===== config.mk =====
export PLATFORM = sky130hd
export DESIGN_NAME = alu_issue_decode
export DESIGN_NICKNAME = d
export VERILOG_FILES = /design/src/rtl/alu_issue_decode.sv
export SDC_FILE = /design/constraint.sdc
export NUM_CORES = 1
export LEC_CHECK = 0
export BUFFER_PORTS_ARGS = -buffer_cell sky130_fd_sc_hd__clkbuf_2
export CORE_MARGIN = 5
export CORE_UTILIZATION = 47
export DETAILED_ROUTE_END_ITERATION = 8
export PLACE_DENSITY_LB_ADDON = 0.15
export SLEW_MARGIN = 20
export SYNTH_ARGS = -nofsm -noshare
export SYNTH_HDL_FRONTEND = slang
export SYNTH_SLANG_ARGS = --single-unit
export TNS_END_PERCENT = 30

===== constraint.sdc =====
create_clock -name clk -period 3.15 [get_ports clk]
set_input_delay 0.315 -clock clk [delete_from_list [all_inputs] [get_ports clk]]
set_output_delay 0.315 -clock clk [all_outputs]
set_load 0.005 [all_outputs]

===== src/rtl/alu_issue_decode.sv =====
// RV32I ALU-class decode/issue stage: OP, OP-IMM, LUI, AUIPC to alu_op/src1/src2.
// Define ALU_ISSUE_SKID_EN for a registered in_ready backed by a one-entry skid buffer.
module alu_issue_decode #(
    parameter int XLEN = 32,
    parameter int OPW  = 4
) (
    input  logic            clk,
    input  logic            rst,
    input  logic            in_valid,
    output logic            in_ready,
    input  logic [31:0]     in_instr,
    input  logic [XLEN-1:0] in_pc,
    input  logic [XLEN-1:0] rs1_data,
    input  logic [XLEN-1:0] rs2_data,
    output logic            out_valid,
    input  logic            out_ready,
    output logic [OPW-1:0]  out_alu_op,
    output logic [XLEN-1:0] out_src1,
    output logic [XLEN-1:0] out_src2,
    output logic [4:0]      out_rd,
    output logic            out_wen,
    output logic            out_illegal
);

    typedef struct packed {
        logic [OPW-1:0]  op;
        logic [XLEN-1:0] s1;
        logic [XLEN-1:0] s2;
        logic [4:0]      rd;
        logic            wen;
        logic            ill;
    } ent_t;

    localparam logic [OPW-1:0] OP_ADD = OPW'(0);
    localparam logic [OPW-1:0] OP_SUB = OPW'(1);
    localparam logic [OPW-1:0] OP_SLL = OPW'(2);
    localparam logic [OPW-1:0] OP_SRA = OPW'(7);
    localparam logic [OPW-1:0] OP_SRL = OPW'(6);
    localparam logic [OPW-1:0] OP_NOP = OPW'(15);

    localparam logic [6:0] OPC_OP    = 7'b0110011;
    localparam logic [6:0] OPC_OPIMM = 7'b0010011;
    localparam logic [6:0] OPC_LUI   = 7'b0110111;
    localparam logic [6:0] OPC_AUIPC = 7'b0010111;

    localparam logic [6:0] F7_BASE = 7'b0000000;
    localparam logic [6:0] F7_ALT  = 7'b0100000;

    localparam ent_t RST_ENT = '{
        op: OP_NOP, s1: '0, s2: '0, rd: '0, wen: 1'b0, ill: 1'b0
    };

    // funct3 to ALU op for the funct7=0 / immediate group
    function automatic logic [OPW-1:0] f3_op(input logic [2:0] f3);
        logic [OPW-1:0] op;
        case (f3)
            3'b000:  op = OP_ADD;
            3'b001:  op = OP_SLL;
            3'b010:  op = OPW'(3);
            3'b011:  op = OPW'(4);
            3'b100:  op = OPW'(5);
            3'b101:  op = OP_SRL;
            3'b110:  op = OPW'(8);
            default: op = OPW'(9);
        endcase
        return op;
    endfunction

    logic [6:0]      w_opc;
    logic [2:0]      w_f3;
    logic [6:0]      w_f7;
    logic [4:0]      w_rd;
    logic [XLEN-1:0] w_imm_i;
    logic [XLEN-1:0] w_imm_u;
    logic [XLEN-1:0] w_sh_reg;
    logic [XLEN-1:0] w_sh_imm;
    logic            w_legal;
    logic [OPW-1:0]  w_op;
    logic [XLEN-1:0] w_s1;
    logic [XLEN-1:0] w_s2;
    ent_t            w_dec;
    logic            w_unused;

    assign w_opc    = in_instr[6:0];
    assign w_f3     = in_instr[14:12];
    assign w_f7     = in_instr[31:25];
    assign w_rd     = in_instr[11:7];
    assign w_imm_i  = {{(XLEN-12){in_instr[31]}}, in_instr[31:20]};
    assign w_imm_u  = {in_instr[31:12], 12'b0};
    assign w_sh_reg = {{(XLEN-5){1'b0}}, rs2_data[4:0]};
    assign w_sh_imm = {{(XLEN-5){1'b0}}, in_instr[24:20]};
    assign w_unused = ^in_instr[19:15];

    always_comb begin
        w_legal = 1'b0;
        w_op    = OP_NOP;
        w_s1    = '0;
        w_s2    = '0;
        case (w_opc)
            OPC_OP: begin
                w_s1 = rs1_data;
                w_s2 = rs2_data;
                if (w_f7 == F7_BASE) begin
                    w_legal = 1'b1;
                    w_op    = f3_op(w_f3);
                    if (w_f3 == 3'b001 || w_f3 == 3'b101)
                        w_s2 = w_sh_reg;
                end else if (w_f7 == F7_ALT && w_f3 == 3'b000) begin
                    w_legal = 1'b1;
                    w_op    = OP_SUB;
                end else if (w_f7 == F7_ALT && w_f3 == 3'b101) begin
                    w_legal = 1'b1;
                    w_op    = OP_SRA;
                    w_s2    = w_sh_reg;
                end
            end
            OPC_OPIMM: begin
                w_s1 = rs1_data;
                case (w_f3)
                    3'b001: begin
                        w_legal = (w_f7 == F7_BASE);
                        w_op    = OP_SLL;
                        w_s2    = w_sh_imm;
                    end
                    3'b101: begin
                        w_legal = (w_f7 == F7_BASE) || (w_f7 == F7_ALT);
                        w_op    = (w_f7 == F7_ALT) ? OP_SRA : OP_SRL;
                        w_s2    = w_sh_imm;
                    end
                    default: begin
                        w_legal = 1'b1;
                        w_op    = f3_op(w_f3);
                        w_s2    = w_imm_i;
                    end
                endcase
            end
            OPC_LUI: begin
                w_legal = 1'b1;
                w_op    = OP_ADD;
                w_s2    = w_imm_u;
            end
            OPC_AUIPC: begin
                w_legal = 1'b1;
                w_op    = OP_ADD;
                w_s1    = in_pc;
                w_s2    = w_imm_u;
            end
            default: w_legal = 1'b0;
        endcase
        if (w_legal)
            w_dec = '{op: w_op, s1: w_s1, s2: w_s2, rd: w_rd,
                      wen: (w_rd != 5'd0), ill: 1'b0};
        else
            w_dec = '{op: OP_NOP, s1: '0, s2: '0, rd: w_rd,
                      wen: 1'b0, ill: 1'b1};
    end

    ent_t r_out;
    logic r_valid;
    logic w_in_fire;
    logic w_out_fire;

    assign w_in_fire  = in_valid && in_ready;
    assign w_out_fire = r_valid && out_ready;

`ifdef ALU_ISSUE_SKID_EN
    ent_t r_skid;
    logic r_skid_valid;
    logic r_ready;
    logic w_skid_nxt;

    // Skid holds an entry only while a second one is parked behind a stall
    assign w_skid_nxt = r_skid_valid ? !w_out_fire
                                     : (w_in_fire && r_valid && !out_ready);
    assign in_ready   = r_ready;

    always_ff @(posedge clk) begin
        if (rst) begin
            r_out        <= RST_ENT;
            r_valid      <= 1'b0;
            r_skid       <= RST_ENT;
            r_skid_valid <= 1'b0;
            r_ready      <= 1'b0;
        end else begin
            if (r_skid_valid) begin
                if (w_out_fire)
                    r_out <= r_skid;
            end else if (w_in_fire) begin
                if (!r_valid || out_ready) begin
                    r_out   <= w_dec;
                    r_valid <= 1'b1;
                end else begin
                    r_skid <= w_dec;
                end
            end else if (w_out_fire) begin
                r_valid <= 1'b0;
            end
            r_skid_valid <= w_skid_nxt;
            r_ready      <= !w_skid_nxt;
        end
    end
`else
    assign in_ready = !rst && (!r_valid || out_ready);

    always_ff @(posedge clk) begin
        if (rst) begin
            r_out   <= RST_ENT;
            r_valid <= 1'b0;
        end else if (w_in_fire) begin
            r_out   <= w_dec;
            r_valid <= 1'b1;
        end else if (w_out_fire) begin
            r_valid <= 1'b0;
        end
    end
`endif

    assign out_valid   = r_valid;
    assign out_alu_op  = r_out.op;
    assign out_src1    = r_out.s1;
    assign out_src2    = r_out.s2;
    assign out_rd      = r_out.rd;
    assign out_wen     = r_out.wen;
    assign out_illegal = r_out.ill;

endmodule

# Word level (Yosys, flattened, before mapping)

Index checks and enable logic that the tools add are counted.

Equal/unequal tests: 11
Mux-type cells: 23
Divide/modulo/power cells: 0
Order comparisons: 0
$add $sub $neg: 0
Shift-type cells: 0
Bitwise gates (word level): 0
$mul: 0
Reduce and logical (&&, ||, !) cells: 17

Operators with widths:

| operator                                                         | count |
|---|---|
| 32-bit 2-to-1 mux                                                | 5 |
| 32-bit one-hot mux with 3 select lines                           | 1 |
| 75-bit 2-to-1 mux                                                | 1 |
| 32-bit one-hot mux with 2 select lines                           | 1 |
| 4-bit one-hot mux with 7 select lines                            | 1 |
| 7-bit by 6-bit == test with 1-bit output (second input constant) | 3 |
| 4-bit one-hot mux with 5 select lines                            | 1 |
| 7-bit by 5-bit == test with 1-bit output (second input constant) | 2 |
| 4-bit 2-to-1 mux                                                 | 3 |
| 4-bit one-hot mux with 3 select lines                            | 1 |
| 3-bit == test (second input constant)                            | 3 |
| 4-bit one-hot mux with 2 select lines                            | 1 |
| 7-bit logical NOT                                                | 1 |
| 3-bit by 2-bit == test with 1-bit output (second input constant) | 2 |
| 1-bit 2-to-1 mux                                                 | 6 |
| 2-bit OR reduction                                               | 3 |
| 1-bit logical AND                                                | 5 |
| 5-bit nonzero test                                               | 1 |
| 3-bit by 1-bit == test with 1-bit output (second input constant) | 1 |
| 3-bit logical NOT                                                | 1 |
| 1-bit logical OR                                                 | 3 |
| 1-bit one-hot mux with 3 select lines                            | 1 |
| 1-bit logical NOT                                                | 2 |
| 1-bit one-hot mux with 2 select lines                            | 1 |
| 2-bit nonzero test                                               | 1 |

Bits in registers: 76
Memories kept: 0
RAM bits: 0
Latch bits: 0
Word-level logic and storage cells: 58
Bits in read-only memories: 0

# Depth between registers and ports, before layout

Gate-level depths: netlist of run 1.

Word-level depth: 7
Gate-level depth with buffers: 8
Mapped depth without buffers: 5

# Worst setup path before layout of run 1

Ideal clock, no wire load.

Kind: in2reg
From: input port in_instr[26]
To: register r_out (netlist bit out_alu_op[3])
Required time: 3.023 ns
Data arrival time: 2.023 ns
Slack: 1.000 ns
Stages: 5
Cell sequence: or4_1 > o41a_1 > o41ai_4 > nor2_2 > or3b_1

Word-level cells in the longest chain between the ends: 7
Elaborated cells on any way between the ends: 15
Those cells by class: 1 x eq/ne; 10 x mux; 4 x reduce/logical

Ends and longest elaborated chain:

| element                                                                                               | RTL line      | RTL |
|---|---|---|
| start, declared                                                                                       | 11            | `input logic [31:0] in_instr,` |
| 7-bit by 6-bit == test with 1-bit output                                                              | 108, 111, 126 |  |
| 1-bit logical AND                                                                                     | 111           | `end else if (w_f7 == F7_ALT && w_f3 == 3'b101) begin` |
| 4-bit 2-to-1 mux / 1-bit 2-to-1 mux (equally long branches)                                           | 111           |  |
| 4-bit 2-to-1 mux / 1-bit 2-to-1 mux (equally long branches)                                           | 108           | `end else if (w_f7 == F7_ALT && w_f3 == 3'b000) begin` |
| 4-bit 2-to-1 mux / 1-bit 2-to-1 mux (equally long branches)                                           | 103           | `if (w_f7 == F7_BASE) begin` |
| 4-bit one-hot mux with 3 select lines / 1-bit one-hot mux with 3 select lines (equally long branches) | 99            | `case (w_opc)` |
| 75-bit 2-to-1 mux (*)                                                                                 | 150           | `if (w_legal)` |
| end signal, assigned                                                                                  | 210           | `r_out <= w_dec;` |
| end, declared                                                                                         | 158           | `ent_t r_out;` |

Mark *: on every way between the ends. The rest lies on a longest branch, timed or not.
A chain may end at the register's enable or synchronous reset.

# Final worst setup path of run 1

From: input port in_instr[6]
To: register r_out (netlist bit out_alu_op[3])

Word-level cells in the longest chain between the ends: 4
Elaborated cells on any way between the ends: 8
Those cells by class: 4 x eq/ne; 3 x mux; 1 x reduce/logical

Ends and longest elaborated chain:

| element                                                                                                     | RTL line |
|---|---|
| 7-bit by 5-bit == test with 1-bit output / 7-bit by 6-bit == test with 1-bit output (equally long branches) | 99 |
| 2-bit OR reduction (no source line)                                                                         | - |
| 4-bit one-hot mux with 3 select lines / 1-bit one-hot mux with 3 select lines (equally long branches)       | 99 |
| 75-bit 2-to-1 mux (*)                                                                                       | 150 |

Marked as above.

==> flow_metrics.py, run 1 <==
metrics = {
    "run_status": {
        "status": "complete, no violations",
    },
    "placement": {
        "place.gp.congestion": 0.872,
        "dp_hpwl_um": 8670,
        "io_buffers": 208,
    },
    "routing": {
        "drtIter0Drc": 249,
        "vias": 4052,
        "wl_per_cell_um": 15.6,
        "route.detailed.drc": 0,
        "viasPerCell": 5.52,
        "detail-route-antenna-nets": 0,
        "postRouteWirelength_um": 11400,
        "drtPass1Iterations": 4,
    },
    "worst_setup_path": {
        "crit_type": "in -> reg",
        "required_ns": 3.38,
        "critPathTopFamily": "simple AND/OR/NAND/NOR gates",
        "crit_slowest_cell": "a311oi_1",
        "cp-start-kind": "input pin",
        "arrival_ns": 2.54,
        "crit_chain": "clkbuf_2, nand4b_1, or2_2, a311oi_1, nor2_2, or3b_1",
        "endpoint_kind": "flop",
        "crit_buf_inv": 1,
        "cpPeakStageDelay_ns": 0.58,
        "rrSetupSlack_ns": 1.22,
        "worstPathMaxFanout": 25,
    },
    "sta": {
        "tns_ns": 0,
        "worst_pin_slew_ns": 1.00,
        "setup_viol": 0,
        "hold_violations": 0,
        "max-slew-margin-rel_pct": 33.2,
        "rsz0062_at_grt": "no",
        "max_freq_mhz": 433,
        "post-route-period-util_pct": 73.4,
        "skew_ns": 0.00715,
        "slew_violations": 0,
        "period_minus_slack_ns": 2.31,
    },
    "cts": {
        "cts_tree": "built",
        "clk_latency_ns": 0.35,
        "htree_levels": 3,
        "cts_setup_buffers": 0,
        "postCtsHoldBufs": 0,
        "cts_buffer_depth": 2,
        "ctsResizeCount": 0,
        "cts_buffers": 9,
        "path_clk_slew_ns": 0.08,
        "clock-sinks": 76,
        "cts-root-buf": "clkbuf_8",
    },
    "logic_synthesis": {
        "synth_nets": 577,
        "syn_inst": 445,
        "yosys.area.top_type": "dfxtp_1",
        "seq_area_frac_synth_pct": 43.0,
        "synthTopCellsByArea": "dfxtp_1 (43%), a21oi_1 (9.3%), nor3_1 (8.2%)",
        "synth_ff_type": "dfxtp_1",
        "ys_warn_count": 0,
        "synth_seq_cells": 76,
        "async_flop_share_pct": 0,
        "synth_common_cells": "dfxtp_1 (76), a21oi_1 (66), nor3_1 (58)",
        "yosysMostFrequentCell": "dfxtp_1",
        "synth_cell_type_count": 39,
        "syn_area_mm2": 0.00354,
        "synth_top_area_share_pct": 43.0,
        "syn_avg_cell_area_um2": 7.95,
        "synth_edf_count": 0,
    },
    "grt": {
        "antenna_found_initial": 0,
        "grt_usage_pct": 23.9,
        "grt_pass1_vias": 3932,
        "grt_pass1_wl_um": 18800,
        "grt_overflow": 0,
        "grt_start_max_net_pins": 47,
    },
    "run": {
        "timing.max_cap.violations": 0,
    },
    "die": {
        "fp.dieW_um": 96.7,
        "fp.dieH_um": 96.7,
        "pin_count": 209,
        "initial_utilization_pct": 48.5,
        "fp-row-count": 31,
        "core_region_area_mm2": 0.00729,
        "die-area_mm2": 0.00936,
    },
    "cells_and_area": {
        "drive_gt1_share_pct": 38.6,
        "diodes": 0,
        "area_growth_pct": 37.4,
        "final_util_pct": 66.6,
        "nets": 762,
    },
    "power_and_ir_drop": {
        "power.total_uw": 2180,
        "peakVddDrop_mv": 0.204,
        "power_density_mw_per_mm2": 448,
        "power.leakage_uw": 0.00221,
    },
    "hold_path": {
        "min_path_type": "in -> reg",
    },
}
==> cell type report <==
| class | count | area [µm²] |
|---|---|---|
| Multi-Input combinational cell | 320 | 1840 |
| Timing Repair Buffer | 219 | 1140 |
| Clock inverter | 6 | 88.8 |
| Fill cell | 696 | 2430 |
| Clock buffer | 10 | 128 |
| Tap cell | 99 | 124 |
| Sequential cell | 76 | 1520 |
| Inverter | 4 | 15.0 |
==> worst register-to-register path: cells and delay by family (launching register included) <==
kind | cells | cell delay, ns
AOI/OAI and AO/OA | 1 | 0.13
and+or+nand+nor | 4 | 1.30
DFF | 1 | 0.34
==> registers in the layout, summed over array words and instances (netlist names) <==
name,count
out_wen,1
out_src1,32
out_rd,5
out_valid,1
out_src2,32
out_alu_op,4
out_illegal,1
==> cell usage in the layout, fill, tap and decap left out, types with 2 or more instances in the layout <==
cell and instances:
a211oi_1 2, a211oi_2 2, a21o_1 2, a21oi_1 66, a221oi_1 24, a22oi_1 32, a31oi_1 3, buf_4 10
bufinv_16 2, clkbuf_2 208, clkbuf_8 9, clkinvlp_4 2, dfxtp_1 76, inv_1 2, mux2i_1 5, nand2_1 23
nand3_1 7, nor2_1 55, nor2b_1 5, nor3_1 58, nor4_1 7, o21ai_0 7, or3_1 2, or4_1 2
==> where the power goes <==
part	switching, µW	internal [µW]	total (µW)
combinational	189	157	346
clock	361	446	807
sequential	21.4	1000	1020
==> layer usage <==
layer	wire [µm]	GRT usage [%]	vias to the layer above
li1	-	-	2011
met1	4550	29.3	1841
met2	5550	38.9	174
met3	978	6.69	26
met4	338	11.0	0
met5	0	0	-
==> path summary, 6_finish.rpt <==
check	startpoint	endpoint	cells after the start
max	in_instr[6]	out_alu_op[3]	6
min	in_instr[7]	out_rd[0]	3
max reg2reg	out_valid	out_src2[15]	5
min reg2reg	out_rd[0]	out_rd[0]	2
==> kinds of logic (layout without fill, tap and decap cells) <==
family          after synthesis  in the layout  synth area share (%)
compound gates              145            145                  27.5
xor+xnor                      1              1                 0.248
buf+inv                      49            239                  5.48
simple gates                169            169                  22.3
mux                           5              5                  1.42
flops                        76             76                  43.0
==> through the flow <==
| step | hold slack [ns] | cell area (µm²) | std cells | setup WS (ns) |
|---|---|---|---|---|
| 6_report | 0.165 | 4860 | 734 | 0.838 |
| 5_1_grt | 0.178 | 4860 | 734 | 0.674 |
| 4_1_cts | 0.147 | 4830 | 733 | 0.845 |
| 3_5_place_dp | 0.449 | 4620 | 717 | 0.461 |
| 3_3_place_gp | 0.443 | 4620 | 717 | 0.530 |
| 2_1_floorplan | 0.414 | 3540 | 445 | 1.00 |
Power figures use the tool's default switching activity.
==> run 2: changes to the inputs <==
--- a/config.mk
+++ b/config.mk
@@ -7,7 +7,7 @@
 export LEC_CHECK = 0
 export BUFFER_PORTS_ARGS = -buffer_cell sky130_fd_sc_hd__clkbuf_2
 export CORE_MARGIN = 5
-export CORE_UTILIZATION = 47
+export CORE_UTILIZATION = 39
 export DETAILED_ROUTE_END_ITERATION = 8
 export PLACE_DENSITY_LB_ADDON = 0.15
 export SLEW_MARGIN = 20
==> constraint.sdc (replaced) <==
create_clock -name clk -period 2 [get_ports clk]
set_input_delay 0.2 -clock clk [delete_from_list [all_inputs] [get_ports clk]]
set_output_delay 0.2 -clock clk [all_outputs]
set_load 0.005 [all_outputs]
==> flow_metrics.py, run 2 (synthesis results as in run 1) <==
metrics = {
    "run_status": {
        "status": "complete, no violations",
    },
    "sta": {
        "period_minus_slack_ns": 1.89,
        "skew_ns": 0.0113,
        "rsz0062_at_grt": "no",
        "max_freq_mhz": 528,
        "setup_viol": 0,
        "worst_pin_slew_ns": 0.404,
        "post-route-period-util_pct": 94.7,
        "hold_violations": 0,
        "max-slew-margin-rel_pct": 73.1,
        "whs_ns": 0.0518,
        "slew_violations": 0,
    },
    "hold_path": {
        "min_path_type": "in -> reg",
    },
    "worst_setup_path": {
        "crit_chain": "clkbuf_2, or4_1, o41a_1, o41ai_4, buf_4, nor2_4, or3b_1",
        "crit_type": "in -> reg",
        "cpPeakStageDelay_ns": 0.57,
        "arrival_ns": 2.13,
        "required_ns": 2.23,
        "endpoint_kind": "flop",
        "rrSetupSlack_ns": 0.40,
        "cp-start-kind": "input pin",
        "crit_buf_inv": 2,
        "critPathTopFamily": "simple AND/OR/NAND/NOR gates",
        "worstPathMaxFanout": 5,
        "crit_slowest_cell": "or4_1",
    },
    "cts": {
        "cts_buffer_depth": 2,
        "path_clk_slew_ns": 0.08,
        "cts_buffers": 9,
        "htree_levels": 3,
        "cts_tree": "built",
        "cts-root-buf": "clkbuf_8",
        "postCtsHoldBufs": 0,
        "clock-sinks": 76,
        "clk_latency_ns": 0.35,
    },
    "grt": {
        "grt_pass1_wl_um": 20200,
        "grt_overflow": 0,
        "grt_usage_pct": 22.0,
        "antenna_found_initial": 0,
        "grt_pass1_vias": 4133,
        "grt_start_max_net_pins": 45,
    },
    "die": {
        "fp-row-count": 34,
        "initial_utilization_pct": 40.3,
        "core_region_area_mm2": 0.00876,
        "die-area_mm2": 0.0111,
        "fp.dieH_um": 105,
        "pin_count": 209,
        "fp.dieW_um": 105,
    },
    "cells_and_area": {
        "drive_gt1_share_pct": 40.8,
        "mostFrequentLayoutCells": "clkbuf_2 (208), dfxtp_1 (76), a21oi_1 (66)",
        "nets": 786,
        "nFillCells": 845,
        "stdcell_area_mm2": 0.00508,
        "diodes": 0,
        "area_growth_pct": 43.8,
        "final_common_cell": "clkbuf_2",
    },
    "routing": {
        "detail-route-antenna-nets": 0,
        "drtPass1Iterations": 4,
        "wl_per_cell_um": 16.2,
        "route.detailed.drc": 0,
        "viasPerCell": 5.48,
        "drtIter0Drc": 143,
        "postRouteWirelength_um": 12400,
        "vias": 4200,
    },
    "power_and_ir_drop": {
        "power_frac_comb_pct": 17.4,
        "switching_share_pct": 26.5,
        "clkPwrFrac_pct": 35.2,
        "pwr-share-seq_pct": 47.4,
        "power.leakage_uw": 0.00234,
        "peakVddDrop_mv": 0.431,
        "intPower_uw": 2500,
        "netSwitchingPower_uw": 900,
        "power_density_mw_per_mm2": 668,
    },
    "placement": {
        "placed_cell_area_mm2": 0.00486,
        "io_buffers": 208,
        "dp_hpwl_um": 9710,
        "place.gp.congestion": 0.859,
    },
    "run": {
        "timing.max_cap.violations": 0,
    },
}
[run 2: worst min-delay path: cells and delay by family]
| kind | cells | cell delay [ns] |
|---|---|---|
| AND/OR/NAND/NOR | 2 | 0.09 |
| buffers and inverters | 1 | 0.08 |
[run 2: area by class of cell]
class	instances	area [µm²]	share of cell area, %
Sequential cell	76	1520	29.9
Multi-Input combinational cell	320	1840	36.3
Clock inverter	4	47.5	0.935
Inverter	4	15.0	0.295
Timing Repair Buffer	243	1370	26.9
Tap cell	108	135	2.66
Clock buffer	12	155	3.05
[run 2: power groups by stage]
stage	clock [µW]	combinational, µW	sequential (µW)
floorplan	0	266	1650
detailed placement	0	586	1650
global route	1300	655	1620
global placement	0	578	1640
CTS	1230	588	1610
finish	1200	590	1610
[run 2: worst paths after layout]
kind	startpoint	end	cells past startpoint
max reg2reg	out_valid	out_src1[29]	7
max	in_instr[26]	out_alu_op[3]	7
min	in_instr[7]	out_rd[0]	3
min reg2reg	out_rd[1]	out_rd[1]	2
[run 2: stage by stage]
step / power (µW) / setup TNS, ns / utilization [%] / instances / setup WS (ns)
final: 3400 / 0 / 58.0 / 767 / 0.107
after global routing: 3580 / 0 / 58.0 / 767 / 0.0508
after CTS: 3430 / 0 / 57.8 / 765 / 0.0773
after detailed placement: 2230 / -13.61 / 55.5 / 749 / -0.298
after global placement: 2220 / -12.31 / 55.5 / 749 / -0.273
after floorplan: 1910 / -0.0660 / - / 445 / -0.0351
[run 2: repair_timing]
action,CTS,global route
endpoints found under the setup margin,0,9
resized for setup,0,1
setup buffers,0,2
[run 2: routing by layer]
metal | vias up | GRT usage [%] | routed length, µm
li1 | 2063 | - | -
met1 | 1914 | 27.9 | 5010
met2 | 195 | 34.4 | 5840
met3 | 28 | 7.89 | 1230
met4 | 0 | 8.04 | 352
met5 | - | 0 | 0
